[src/rtl/slot_pkg.sv]
// Shared types and constants for the slot-machine reel controller.
package slot_pkg;

    localparam int unsigned NUM_REELS = 3;
    localparam int unsigned DIGIT_W   = 4;

    localparam int unsigned STRIDE_R0 = 1;
    localparam int unsigned STRIDE_R1 = 3;
    localparam int unsigned STRIDE_R2 = 7;

    localparam logic [DIGIT_W-1:0] DIGIT_BLANK = 4'hF;

    typedef enum logic [2:0] {
        IDLE,
        SPIN,
        STOP1,
        STOP2,
        RESULT
    } state_e;

    // Per-reel stride lookup, usable in parameter overrides.
    function automatic int unsigned reel_stride(input int unsigned k);
        case (k)
            0:       return STRIDE_R0;
            1:       return STRIDE_R1;
            default: return STRIDE_R2;
        endcase
    endfunction

endpackage

[src/rtl/reel_counter.sv]
// Single mod-10 reel digit; advances by STRIDE on each tick unless held.
module reel_counter
    import slot_pkg::*;
#(
    parameter int unsigned STRIDE = 1
) (
    input  logic               clk,
    input  logic               rst_n,
    input  logic               tick_i,
    input  logic               hold_i,
    output logic [DIGIT_W-1:0] digit_o
);

    logic [DIGIT_W-1:0] digit_q, digit_d;
    logic [DIGIT_W:0]   sum_c;

    always_comb begin
        sum_c   = 5'(digit_q) + 5'(STRIDE);
        digit_d = digit_q;
        if (tick_i && !hold_i) begin
            digit_d = (sum_c >= 5'd10) ? 4'(sum_c - 5'd10) : 4'(sum_c);
        end
    end

    always_ff @(posedge clk or negedge rst_n) begin
        if (!rst_n) begin
            digit_q <= '0;
        end else begin
            digit_q <= digit_d;
        end
    end

    assign digit_o = digit_q;

endmodule

[src/rtl/reel_controller.sv]
// Three-reel spin/stop sequencer with result grading and a 4-slot display scan.
module reel_controller
    import slot_pkg::*;
#(
    parameter int unsigned SPIN_DIV  = 5_000_000,
    parameter int unsigned SCAN_DIV  = 100_000,
    parameter int unsigned AUTO_STOP = 150_000_000
) (
    input  logic                           clk,
    input  logic                           rst_n,
    input  logic                           spin_req,
    input  logic                           stop_req,
    output logic [NUM_REELS*DIGIT_W-1:0]   reel_num,
    output logic [NUM_REELS-1:0]           reel_stop,
    output logic                           busy,
    output logic                           win,
    output logic                           pair,
    output logic [DIGIT_W-1:0]             scan_num,
    output logic [3:0]                     an
);

    localparam int unsigned SPIN_W = $clog2(SPIN_DIV + 1);
    localparam int unsigned SCAN_W = $clog2(SCAN_DIV + 1);
    localparam int unsigned AUTO_W = $clog2(AUTO_STOP + 1);

    state_e               state_q, state_d;
    logic [SPIN_W-1:0]    div_q, div_d;
    logic [AUTO_W-1:0]    auto_q, auto_d;
    logic [SCAN_W-1:0]    sdiv_q, sdiv_d;
    logic [1:0]           slot_q, slot_d;
    logic [NUM_REELS-1:0] reel_stop_q, reel_stop_d;
    logic                 busy_q, busy_d;
    logic                 win_q, win_d;
    logic                 pair_q, pair_d;
    logic [DIGIT_W-1:0]   scan_num_q, scan_num_d;
    logic [3:0]           an_q, an_d;

    logic                 busy_now, spin_tick, scan_tick, auto_hit, stop_evt;
    logic [NUM_REELS-1:0] freeze;
    logic [DIGIT_W-1:0]   digit [NUM_REELS];

    assign busy_now  = (state_q == SPIN) || (state_q == STOP1) || (state_q == STOP2);
    assign spin_tick = busy_now && (div_q == SPIN_W'(SPIN_DIV - 1));
    assign scan_tick = (sdiv_q == SCAN_W'(SCAN_DIV - 1));
    assign auto_hit  = (auto_q == AUTO_W'(AUTO_STOP - 1));
    assign stop_evt  = busy_now && (stop_req || auto_hit);

    // Next state and which reel (if any) freezes this cycle.
    always_comb begin
        state_d = state_q;
        freeze  = '0;
        case (state_q)
            IDLE, RESULT: if (spin_req) state_d = SPIN;
            SPIN:  if (stop_evt) begin state_d = STOP1;  freeze = 3'b001; end
            STOP1: if (stop_evt) begin state_d = STOP2;  freeze = 3'b010; end
            STOP2: if (stop_evt) begin state_d = RESULT; freeze = 3'b100; end
            default: state_d = IDLE;
        endcase
    end

    // Counters, freeze mask, grading and scan mux.
    always_comb begin
        div_d       = '0;
        auto_d      = '0;
        reel_stop_d = reel_stop_q | freeze;
        busy_d      = (state_d == SPIN) || (state_d == STOP1) || (state_d == STOP2);
        win_d       = win_q;
        pair_d      = pair_q;
        sdiv_d      = scan_tick ? '0 : sdiv_q + SCAN_W'(1);
        slot_d      = scan_tick ? slot_q + 2'd1 : slot_q;
        an_d        = ~(4'b0001 << slot_d);
        scan_num_d  = DIGIT_BLANK;

        if (busy_now) begin
            div_d = spin_tick ? '0 : div_q + SPIN_W'(1);
            if (state_d == state_q) auto_d = auto_q + AUTO_W'(1);
        end

        if (state_d == SPIN) begin
            reel_stop_d = '0;
            win_d       = 1'b0;
            pair_d      = 1'b0;
        end else if (state_q == RESULT) begin
            win_d  = (digit[0] == digit[1]) && (digit[1] == digit[2]);
            pair_d = !win_d && ((digit[0] == digit[1]) || (digit[1] == digit[2]) ||
                                (digit[0] == digit[2]));
        end

        case (slot_d)
            2'd0:    scan_num_d = digit[0];
            2'd1:    scan_num_d = digit[1];
            2'd2:    scan_num_d = digit[2];
            default: scan_num_d = DIGIT_BLANK;
        endcase
    end

    always_ff @(posedge clk or negedge rst_n) begin
        if (!rst_n) begin
            state_q     <= IDLE;
            div_q       <= '0;
            auto_q      <= '0;
            sdiv_q      <= '0;
            slot_q      <= '0;
            reel_stop_q <= '1;
            busy_q      <= 1'b0;
            win_q       <= 1'b0;
            pair_q      <= 1'b0;
            scan_num_q  <= '0;
            an_q        <= 4'b1110;
        end else begin
            state_q     <= state_d;
            div_q       <= div_d;
            auto_q      <= auto_d;
            sdiv_q      <= sdiv_d;
            slot_q      <= slot_d;
            reel_stop_q <= reel_stop_d;
            busy_q      <= busy_d;
            win_q       <= win_d;
            pair_q      <= pair_d;
            scan_num_q  <= scan_num_d;
            an_q        <= an_d;
        end
    end

    // A reel being frozen holds its pre-tick value even if a tick lands now.
    for (genvar k = 0; k < NUM_REELS; k++) begin : g_reel
        reel_counter #(
            .STRIDE(reel_stride(k))
        ) u_reel (
            .clk     (clk),
            .rst_n   (rst_n),
            .tick_i  (spin_tick),
            .hold_i  (reel_stop_q[k] | freeze[k]),
            .digit_o (digit[k])
        );
        assign reel_num[DIGIT_W*k +: DIGIT_W] = digit[k];
    end

    assign reel_stop = reel_stop_q;
    assign busy      = busy_q;
    assign win       = win_q;
    assign pair      = pair_q;
    assign scan_num  = scan_num_q;
    assign an        = an_q;

endmodule

[config.mk]
export PLATFORM = sky130hd
export DESIGN_NAME = reel_controller
export DESIGN_NICKNAME = d
export VERILOG_FILES = /design/src/rtl/slot_pkg.sv /design/src/rtl/reel_counter.sv /design/src/rtl/reel_controller.sv
export SDC_FILE = /design/constraint.sdc
export NUM_CORES = 1
export LEC_CHECK = 0
export BUFFER_PORTS_ARGS = -buffer_cell sky130_fd_sc_hd__buf_4
export CAP_MARGIN = 20
export CORE_ASPECT_RATIO = 0.6
export CORE_MARGIN = 5
export CORE_UTILIZATION = 30
export DETAILED_ROUTE_END_ITERATION = 8
export GPL_TIMING_DRIVEN = 0
export HOLD_SLACK_MARGIN = 0.02
export SYNTH_ARGS = -nofsm -noshare
export SYNTH_HDL_FRONTEND = slang
export SYNTH_SLANG_ARGS = --single-unit
[constraint.sdc]
create_clock -name clk -period 4.8 [get_ports clk]
set_input_delay 0.96 -clock clk [delete_from_list [all_inputs] [get_ports clk]]
set_output_delay 0.96 -clock clk [all_outputs]
set_load 0.03 [all_outputs]
==> summary.md <==
| Metric | Value |
|---|---|
| Die H | `114 um` |
| Drt drc | `0` |
| Dpl ws | `2.12 ns` |
| Number of flops mapped to enable cells by yosys | `0` |
| Fraction of the mapped netlist area in compound gates | `7.51%` |
| Ys async rst share | `100%` |
| Endpoints failing setup | `0` |
| Overflow after GRT | `0` |
| Initial antenna violation count | `0` |
| WL/cell | `14.1 um` |
| CTS-repair resized insts | `0` |
| Max H-tree Level | `3` |
| Port bufs | `29` |
| Ratio of cells with drive above 1 in the final layout | `11.2%` |
| Adder-cell share of the synthesized area | `2.76%` |
| FMAX | `365 MHz` |
| Status | `finished clean` |
| Hold Buf Count CTS | `0` |
| Setup Total Neg Slack | `0 ns` |
| Starting Density | `30.3%` |
| Power density over cell area | `324 mW/mm^2` |
| Final min period | `2.74 ns` |
| Crit share post-route | `57.0%` |
| CP max FO | `10` |
| Num CTS Buffers | `9` |
| Seq/Total Area, Yosys | `45.6%` |
| WS Path Type | `register to register` |
| Synth Instances | `578` |
| First-pass GRT wire length | `20.5 mm` |
| Vias in the first global route | `3,973` |
| Row count | `38` |
| RSZ-0062 raised after global routing | `false` |
| IO Pins | `30` |
| Most common cell in the netlist | `dfrtp_1` |
| Yosys warns | `0` |
| WHS Path Cells | `1` |
| Die span in x | `184 um` |
| Clock Latency Late Sink | `0.35 ns` |
| Commonest cells post-synth | `dfrtp_1, nor2_1, xnor2_1` |
| Routed vias/inst | `4.79` |
| Die area | `0.0210 mm^2` |
| Xor and xnor fraction of the mapped netlist area | `13.8%` |
| Setup ws final | `2.06 ns` |
| Reg2Reg Setup Slack | `2.06 ns` |
| # Max-Cap Violations | `0` |
| Post-Synthesis Net Count | `594` |
| VDD IR-drop max | `0.161 mV` |
| Drt initial violations | `271` |
| Post CTS Setup Buffer Count | `0` |
| Largest family of logic cells by synthesized area | `simple AND/OR/NAND/NOR gates` |
| Met2 Use GR | `15.1%` |
| LEAKAGE | `2.58 nW` |
| Fin. Hold Viols | `0` |
| CTS Buffer Depth | `2` |
| Fin Clk Skew | `0.00776 ns` |
| Area Growth Syn to Fin | `15.9%` |
| Pins Over Slew Limit | `0` |
| Nets | `635` |
| Post-synth top area share | `42.7%` |
| Clock root cell | `clkbuf_16` |
| Slew headroom | `41.9%` |
| Post-Syn Area | `0.00545 mm^2` |
| DRT antenna net count | `0` |
| Pin count of the biggest net entering global routing | `59` |
| Mux share of post-synthesis cell area | `2.34%` |
| Tot GR Track Use | `12.2%` |
| FF+latch count, synth | `99` |
| Startpoint Class | `register` |
| Clk sink count | `99` |
| Met3 Track Usage GR | `4.19%` |
| Syn Area/Cell | `9.43 um^2` |
| Met1 GRT Util | `19.6%` |
| Detailed-placement wirelength estimate | `8.72 mm` |
| DRT Pass-1 Iters | `5` |
| Most used routing layer | `met1` |
| Final WL | `12.2 mm` |
| Required time of the critical path | `5.04 ns` |
| Core area | `0.0180 mm^2` |
| HP Class | `register to register` |
| Crit end category | `register` |
| CTS clk-pin slew, worst paths | `0.07 ns` |
| Path depth of the worst reg2reg path | `6` |
| # diodes | `0` |
| Final Util | `35.1%` |
| Crit path arrival time | `2.97 ns` |
| RePlAce Congestion | `0.799` |
| CTS tree | `done` |
| Ys flop type | `dfrtp_1` |
| Routed vias | `4,138` |
| Area leader, netlist | `dfrtp_1` |
| Synth area leaders | `dfrtp_1, xnor2_1, nor2_1` |
| Synth unique cells | `56` |
| Post-Synth Simple-Gate Area | `24.4%` |
| Worst-Margin Slew | `0.861 ns` |
metal layers:
metal / vias to the layer above / share of wire [%]
met5: - / 0
met4: 0 / 0.81
met3: 11 / 5.1
met2: 74 / 37
met1: 1968 / 58
li1: 2085 / -
where the power goes:
group / internal [mW] / switching [mW] / leakage (nW)
Sequential: 0.884 / 0.0433 / 1.27
Clock: 0.470 / 0.318 / 0.156
Combinational: 0.0952 / 0.233 / 1.15
Total: 1.45 / 0.595 / 2.58
per-stage QoR:
step                      area, um^2  std cells  total power [mW]  hold slack [ns]
after floorplan                 5450        578              1.15            0.424
after global placement          5970        847              1.27            0.439
after detailed placement        5990        848              1.27            0.449
after CTS                       6310        864              2.07            0.459
after global routing            6310        864              2.15            0.496
final                           6310        864              2.04            0.459
logic make-up (layout without fill, tap and decap cells):
logic type	count (synthesis)	after routing
xor+xnor	86	86
compound gates	58	58
buf+inv	49	95
fa+ha+maj	12	12
mux	12	12
flops	99	99
simple gates	262	262
registers in the layout, summed over array words and instances, names as in the netlist:
signal	cells
an	4
auto_q	28
busy	1
div_q	23
g_reel.u_reel.digit_o	12
pair	1
reel_stop	3
scan_num	4
sdiv_q	17
slot_q	2
state_q	3
win	1
cell type report:
cell class	instances	area, um^2
sequential	99	2480
clock inverter	5	77.6
buffer	26	108
multi-input combinational	430	2770
clock buffer	11	243
fill	1841	11700
timing repair buffer	30	245
tap	240	300
inverter	23	86.3
path summary, 6_finish.rpt:
| path | startpoint | end |
|---|---|---|
| worst max-delay path | auto_q[18] | auto_q[17] |
| worst min-delay path | div_q[0] | div_q[0] |
| worst max register to register | auto_q[18] | auto_q[17] |
| worst min register to register | div_q[0] | div_q[0] |
| max in group asynchronous | rst_n | an[2] |
| min in group asynchronous | rst_n | auto_q[17] |
cell usage in the layout (no fill, tap or decap), types with 9 or more instances in the layout:
master | synthesis | final
nand4_1 | 14 | 14
nand3_1 | 32 | 32
mux2i_1 | 9 | 9
and3_1 | 16 | 16
nand2_1 | 45 | 45
xor2_1 | 20 | 20
xnor2_1 | 66 | 66
clkbuf_1 | 17 | 18
nor4_1 | 14 | 14
buf_4 | 0 | 29
clkbuf_16 | 0 | 9
dfrtp_1 | 93 | 93
ha_1 | 12 | 12
inv_1 | 23 | 23
nor3_1 | 22 | 22
o21ai_0 | 10 | 10
a21oi_1 | 11 | 11
nor2_1 | 75 | 75
worst max-delay path: stages, from the launching register on:
cell and delay (ns):
dfrtp_1 0.42, or4_1 0.55, nor4_1 0.35, a41oi_1 0.50, nand2_1 0.44, buf_2 0.29, nor2_1 0.08
Note: power is estimated with default switching activity, not from simulation.
